<file path="config.mk">
export PLATFORM = sky130hd
export DESIGN_NAME = regfile_dest_writeback
export DESIGN_NICKNAME = d
export VERILOG_FILES = /design/src/rtl/kgp_regs_pkg.sv /design/src/rtl/dest_decoder_5to32.sv /design/src/rtl/regfile_dest_writeback.sv
export SDC_FILE = /design/constraint.sdc
export NUM_CORES = 2
export LEC_CHECK = 0
export BUFFER_PORTS_ARGS = -buffer_cell sky130_fd_sc_hd__buf_4
export CORE_MARGIN = 5
export CORE_UTILIZATION = 60
export DETAILED_ROUTE_END_ITERATION = 8
export PLACE_DENSITY = 0.77
export REMOVE_ABC_BUFFERS = 1
export SYNTH_ARGS = -nofsm -noshare
export SYNTH_HDL_FRONTEND = slang
export SYNTH_SLANG_ARGS = --single-unit
</file>
<file path="constraint.sdc">
create_clock -name clk -period 11.7 [get_ports clk]
set_input_delay 2.34 -clock clk [delete_from_list [all_inputs] [get_ports clk]]
set_output_delay 2.34 -clock clk [all_outputs]
set_load 0.02 [all_outputs]
</file>
<file path="src/rtl/kgp_regs_pkg.sv">
// kgp_regs_pkg: shared register-file constants and types.
//   Provides default widths, the hard-wired zero register, the link register ($ra)
//   and the address/data typedefs used by the destination path.
package kgp_regs_pkg;
  localparam int DEF_DATA_W = 32;
  localparam int DEF_ADDR_W = 5;
  localparam int NUM_REGS = 2 ** DEF_ADDR_W;
  localparam logic [DEF_ADDR_W-1:0] REG_ZERO = 5'd0;
  localparam logic [DEF_ADDR_W-1:0] REG_RA = 5'd31;
  typedef logic [DEF_ADDR_W-1:0] reg_addr_t;
  typedef logic [DEF_DATA_W-1:0] reg_data_t;
endpackage

</file>
<file path="src/rtl/dest_decoder_5to32.sv">
// dest_decoder_5to32: register address to one-hot select, gated by enable.
//   en     in  1            decode enable; all-zero output when low
//   addr   in  ADDR_W       register address
//   onehot out 2**ADDR_W    one-hot select (bit addr set when en)
module dest_decoder_5to32 import kgp_regs_pkg::*; #(
  parameter int ADDR_W = DEF_ADDR_W
) (
  input  logic                 en,
  input  logic [ADDR_W-1:0]    addr,
  output logic [2**ADDR_W-1:0] onehot
);
  localparam int N = 2 ** ADDR_W;
  always_comb onehot = en ? ({{(N-1){1'b0}}, 1'b1} << addr) : '0;
endmodule

</file>
<file path="src/rtl/regfile_dest_writeback.sv">
// regfile_dest_writeback: 32x32 register file write-back with busy scoreboard.
//   clk, rst (sync, active-low)
//   rs_addr/rt_addr -> rs_data/rt_data, busy_rs/busy_rt : combinational read ports
//   wr_en/wr_addr/wr_data : write-back; clears busy[wr_addr]
//   resv_en/resv_addr     : reservation; sets busy[resv_addr] (wins over clear)
//   busy_vec              : registered scoreboard
//   Option REGFILE_BYPASS_EN: same-cycle write-through on both read ports.
module regfile_dest_writeback import kgp_regs_pkg::*; #(
  parameter int DATA_W = DEF_DATA_W,
  parameter int ADDR_W = DEF_ADDR_W
) (
  input  logic                 clk,
  input  logic                 rst,
  input  logic [ADDR_W-1:0]    rs_addr,
  input  logic [ADDR_W-1:0]    rt_addr,
  output logic [DATA_W-1:0]    rs_data,
  output logic [DATA_W-1:0]    rt_data,
  input  logic                 wr_en,
  input  logic [ADDR_W-1:0]    wr_addr,
  input  logic [DATA_W-1:0]    wr_data,
  input  logic                 resv_en,
  input  logic [ADDR_W-1:0]    resv_addr,
  output logic                 busy_rs,
  output logic                 busy_rt,
  output logic [2**ADDR_W-1:0] busy_vec
);
  localparam int N = 2 ** ADDR_W;
  localparam logic [N-1:0] NZ_MASK = {{(N-1){1'b1}}, 1'b0};
  logic [DATA_W-1:0] regs [N];
  logic [N-1:0] wr_oh, resv_oh;
  dest_decoder_5to32 #(.ADDR_W(ADDR_W)) u_wr_dec (.en(wr_en), .addr(wr_addr), .onehot(wr_oh));
  dest_decoder_5to32 #(.ADDR_W(ADDR_W)) u_resv_dec (.en(resv_en), .addr(resv_addr), .onehot(resv_oh));
  // Register 0 is never written and never reserved, so it stays at its reset value of 0.
  always_ff @(posedge clk) begin
    if (!rst) begin
      for (int i = 0; i < N; i++) regs[i] <= '0;
      busy_vec <= '0;
    end else begin
      for (int i = 1; i < N; i++) if (wr_oh[i]) regs[i] <= wr_data;
      busy_vec <= ((busy_vec & ~wr_oh) | resv_oh) & NZ_MASK;
    end
  end
`ifdef REGFILE_BYPASS_EN
  logic wr_live, byp_rs, byp_rt, resv_hit;
  always_comb begin
    wr_live = rst && wr_en && wr_addr != '0;
    byp_rs = wr_live && rs_addr == wr_addr;
    byp_rt = wr_live && rt_addr == wr_addr;
    resv_hit = resv_en && resv_addr == wr_addr;
    rs_data = byp_rs ? wr_data : regs[rs_addr];
    rt_data = byp_rt ? wr_data : regs[rt_addr];
    busy_rs = busy_vec[rs_addr] && !(byp_rs && !resv_hit);
    busy_rt = busy_vec[rt_addr] && !(byp_rt && !resv_hit);
  end
`else
  always_comb begin
    rs_data = regs[rs_addr];
    rt_data = regs[rt_addr];
    busy_rs = busy_vec[rs_addr];
    busy_rt = busy_vec[rt_addr];
  end
`endif
endmodule

</file>
==> Word-level counts from Yosys, hierarchy flattened <==
Memories as Yosys holds them, arrays and structs flattened.
Cells that the tools add are included.
{ "totals": {"wordCells": 172, "output_inout_bits": 98, "ram_bits": 1024, "register_bits": 32, "memories": 1, "in_bits": 56} }
{ "mem_list": {"columns": ["name", "depth", "width", "rd", "rd_clocked_by_memory_dff", "wr", "line", "text"], "rows": [
  ["regs", 32, 32, 2, 0, 32, "regfile_dest_writeback.sv:29", "logic [DATA_W-1:0] regs [N];"]
]} }
{ "classes": {"shifts": 2, "muxes": 131, "n_bitwise": 34, "magnitude_cmp": 2} }
{ "ops": {"columns": ["cell", "count"], "rows": [
  ["32-bit two-way mux", 33],
  ["1-bit two-way mux", 96],
  ["1-bit by 5-bit left shift with 32-bit output, first input constant", 2],
  ["32-bit bitwise AND", 1],
  ["32-bit NOT", 1],
  ["32-bit bitwise OR", 1],
  ["1-bit bitwise OR", 31],
  ["5-bit by 6-bit < comparator with 1-bit output, second input constant", 2],
  ["1-bit binary-select mux with 5-bit select", 2]
]} }

==> Logic depth before layout (Yosys ltp) <==
{ "logic_depth": {"depth_word": 6, "ltp_mapped": 8, "ltp_nobuf": 4} }

==> Hierarchy <==
From an unflattened synthesis, not the netlist that was laid out.
{ "hier_totals": {"cells_unflattened": 3395, "hier_area_um2": 52321.4} }
{ "modules_own_cells": {"columns": ["module", "area_each_um2", "cells_each", "n_inst", "seq_area_each_um2"], "rows": [
  ["regfile_dest_writeback", 51853.5, 3301, 1, 30409.2],
  ["dest_decoder_5to32", 234.0, 47, 2, 0.0]
]} }

==> Worst setup path before layout <==
No wires, ideal clock.
{ "synth_path": {"path_kind": "input port to output port", "startpoint": "input rs_addr[0]", "endpoint": "output rs_data[20]", "stages": 8, "n_path_buf": 5, "required_ns": 9.360, "arrival_time_ns": 3.984, "path_slack_ns": 5.376, "cell_sequence": "buf_2 buf_6 buf_4 buf_4 buf_2 a22o_1 a211oi_1 o31ai_1"} }
{ "synth_via": {"elab_chain_len": 1} }
{ "synth_lines": {"columns": ["item", "line", "text"], "rows": [
  ["start: declaration", "regfile_dest_writeback.sv:14", "input logic [ADDR_W-1:0] rs_addr,"],
  ["memory read 32 x 32 bit", null, null],
  ["end: declaration", "regfile_dest_writeback.sv:16", "output logic [DATA_W-1:0] rs_data,"]
]} }
No other way between the ends.

==> Final worst setup path <==
{ "layout_path": {"startpoint": "input rt_addr[0]", "endpoint": "output rt_data[9]"} }
{ "layout_via": {"elab_chain_len": 1} }
{ "layout_lines": {"columns": ["item", "line", "text"], "rows": [
  ["start: declaration", "regfile_dest_writeback.sv:15", "input logic [ADDR_W-1:0] rt_addr,"],
  ["memory read 32 x 32 bit", null, null],
  ["end: declaration", "regfile_dest_writeback.sv:17", "output logic [DATA_W-1:0] rt_data,"]
]} }
No other way between the ends.

==> impl_results.md <==
* Cell breakdown of the critical path: buf_8, buf_4, mux4_2, a22o_1, o21ai_1, o31ai_1, buf_4
* H-tree Lvls at 3
* Top_reg_cell synth: edfxtp_1
* Die height at around 300 um
* Slew Viols, Final at 0
* Post-Syn Instances at 3288
* Final-report hold violation count at 0
* Vias/cell at 7.64
* CTS root buffer: clkbuf_16
* Unrepaired setup endpoints after global routing: no
* Count of different cell masters after synthesis at 32
* Fin crit share at 72.4%
* Gpl congestion at 0.959
* Dpl cells at 4299
* Synthesized area at between 0.05 and 0.06 mm2
* Non-Filler Instances at between 4000 and 5000
* CP required at 9360 ps
* Post-route ant nets at 0
* Number of buffers created by CTS at 104
* Slowest stage delay, CP at 850 ps
* Fmax at 118 MHz
* CTS Buffer Depth at 3
* Seq cells post-synth at 1023
* CP Capture Type: output port
* Peak supply drop at ~0.17 mV
* Clock skew after layout at 0 ps
* Core area at 0.0836 mm2
* Post-synth top area share at 59.0%
* Area Growth Syn to Fin at 11.0%
* Post-synthesis sequential area ratio at 60.2%
* Critical path class: primary input to output port
* Top-count cell post-synth: edfxtp_1
* Post-layout minimum cycle time at 8470 ps
* Latest clock arrival within the worst-skew pair at 670 ps
* Total global-route track usage at 35.8%
* PortBufs at 152
* Max-Slew Margin vs Limit at 7.16%
* Worst-path fanout max at 87
* Share of synthesized flip-flops with an asynchronous set or reset at 0%
* Setup Fix Bufs, Post-CTS at 0
* N_diodes at 0
* Boundary pin count at 154
* Worst-margin pin slew at 1390 ps
* Chip Width at 300 um
* Synthesis warning total at 0
* Worst hold slack at between 500 and 600 ps
* Initial antenna violation count at 4
* Setup TNS at 0 ps
* FF/Latch Area at between 0.03 and 0.04 mm2
* Largest net degree at the start of global routing at 92
* CTS tree: yes
* Drt drc at 0
* CP most frequent cell: buf_4
* Cts repair resizes at 0
* Die area at 0.0901 mm2
* Area leader, netlist: edfxtp_1
* Layout cell share with drive strength beyond 1 at around a quarter
* Vias in the first global route at 35000
* Worst EP arrival at 6130 ps
* P_leak at 19.3 nW
* Syn Area/Cell at between 15 and 20 um2
* Vias post-DR at 34300
* Max-Cap Viols at 0
* Total power draw at approximately 0.009 W
* CP startpoint kind: primary input
* Initial core utilization at 60.5%
* Tightest Hold Check Type: register to register
* First-pass GRT wire length at 234000 um
* Fillers at around 5500
* Clock net sink count at about 1000
* Iter 0 DRT Violations at 5653
* Placed cell areas at 0.0526 mm2
* Final setup vio count at 0
* Crit-path slowest cell: buf_4
* Synth top cells by count: 992 x edfxtp_1, 553 x nor2_1, 396 x mux4_2
* DP HPWL at 92800 um
* Power density over the cells at 161 mW/mm2
* Pre-Repair DR Iteration Count at 8
* Routed len/inst at 36.3 um
* Status: finished clean
* Hold_buf cts at 0
* Area of the multi-input gates at 0.0188 mm2
* Fin nets at 3381
* Final global-route overflow total at 0
* Total Routed Length at 163000 um
* Post-synth EDFFs at between 900 and 1000
* Row count at 106
* Reg clk slew, reported paths at 60 ps
* Synth area leaders: edfxtp_1 59%, mux4_2 18%, nor2_1 4.1%
* Final instance area at 0.0561 mm2
-- path summary, 6_finish.rpt --
path / slack [ps] / endpoint / cells after the start / start
worst max register to register: 10900 / busy_vec[12] / 1 / busy_vec[12]
worst max-delay path: 3230 / rt_data[9] / 7 / rt_addr[0]
worst min-delay path: 530 / busy_vec[27] / 2 / busy_vec[27]
worst min register to register: 530 / busy_vec[27] / 2 / busy_vec[27]
-- worst max-delay path, delay by kind of cell --
family	cells	cell delay [ps]
buf+inv	3	1770
compound gates	3	1150
mux	1	620
-- through the flow --
step	setup WS (ps)	utilization, %
6_report	3230	67.1
4_1_cts	3340	67.1
5_1_grt	3120	67.1
2_1_floorplan	4950	-
3_5_place_dp	3370	62.9
3_3_place_gp	3420	62.9
-- power breakdown --
| group | internal (W) | switching (W) |
|---|---|---|
| clock | 0.00201 | 0.00143 |
| sequential | 0.00428 | 0.000129 |
| combinational | 0.000478 | 0.000701 |
| total | 0.00677 | 0.00226 |
-- cell families (layout without fill, tap and decap cells) --
kind of cell	Yosys count	in the layout	share of synthesized area [%]
other	1	1	0.00742
multiplexers	660	660	23.0
buffers and inverters	359	486	3.26
AO/OA/AOI/OAI	507	507	7.50
AND/OR/NAND/NOR	738	738	6.00
flip-flops	1023	1023	60.2
-- flip-flops by register name, indices dropped and copies added (netlist names) --
| name | count |
|---|---|
| regs | 992 |
| busy_vec | 31 |
-- metal layers --
metal | vias to the layer above | global-route usage (%) | share of wire [%]
met3 | 698 | 10.9 | 16
met4 | 6 | 21.4 | 7.6
li1 | 13200 | - | -
met2 | 3379 | 53.6 | 45
met1 | 17100 | 46.8 | 32
met5 | - | 0 | 0.019
-- final cells by class --
type / instances / share of cell area, %
multi-input combinational: 1906 / 33.5
clock buffer: 124 / 4.85
sequential: 1023 / 54.2
tap: 1080 / 2.41
inverter: 48 / 0.321
clock inverter: 72 / 1.40
timing repair buffer: 242 / 3.34
-- layout by cell type (no fill, tap or decap), types with 6 or more instances in the layout --
master,n
edfxtp_1,992
nor2_1,551
mux4_2,396
buf_4,236
mux2i_1,198
a22o_1,198
clkbuf_16,105
o22ai_1,74
and2_1,72
mux2_2,66
a211oi_1,66
o21ai_1,66
o31ai_1,66
nand2_1,58
inv_1,48
dfxtp_1,31
clkinv_1,25
clkinv_2,23
nand2_2,18
a32o_1,17
clkbuf_1,17
bufinv_16,16
o21ai_4,14
nor2b_4,6
nor2b_1,6
nand3_2,6
o21ai_0,6
No activity file was read; power rests on OpenSTA's default activity.
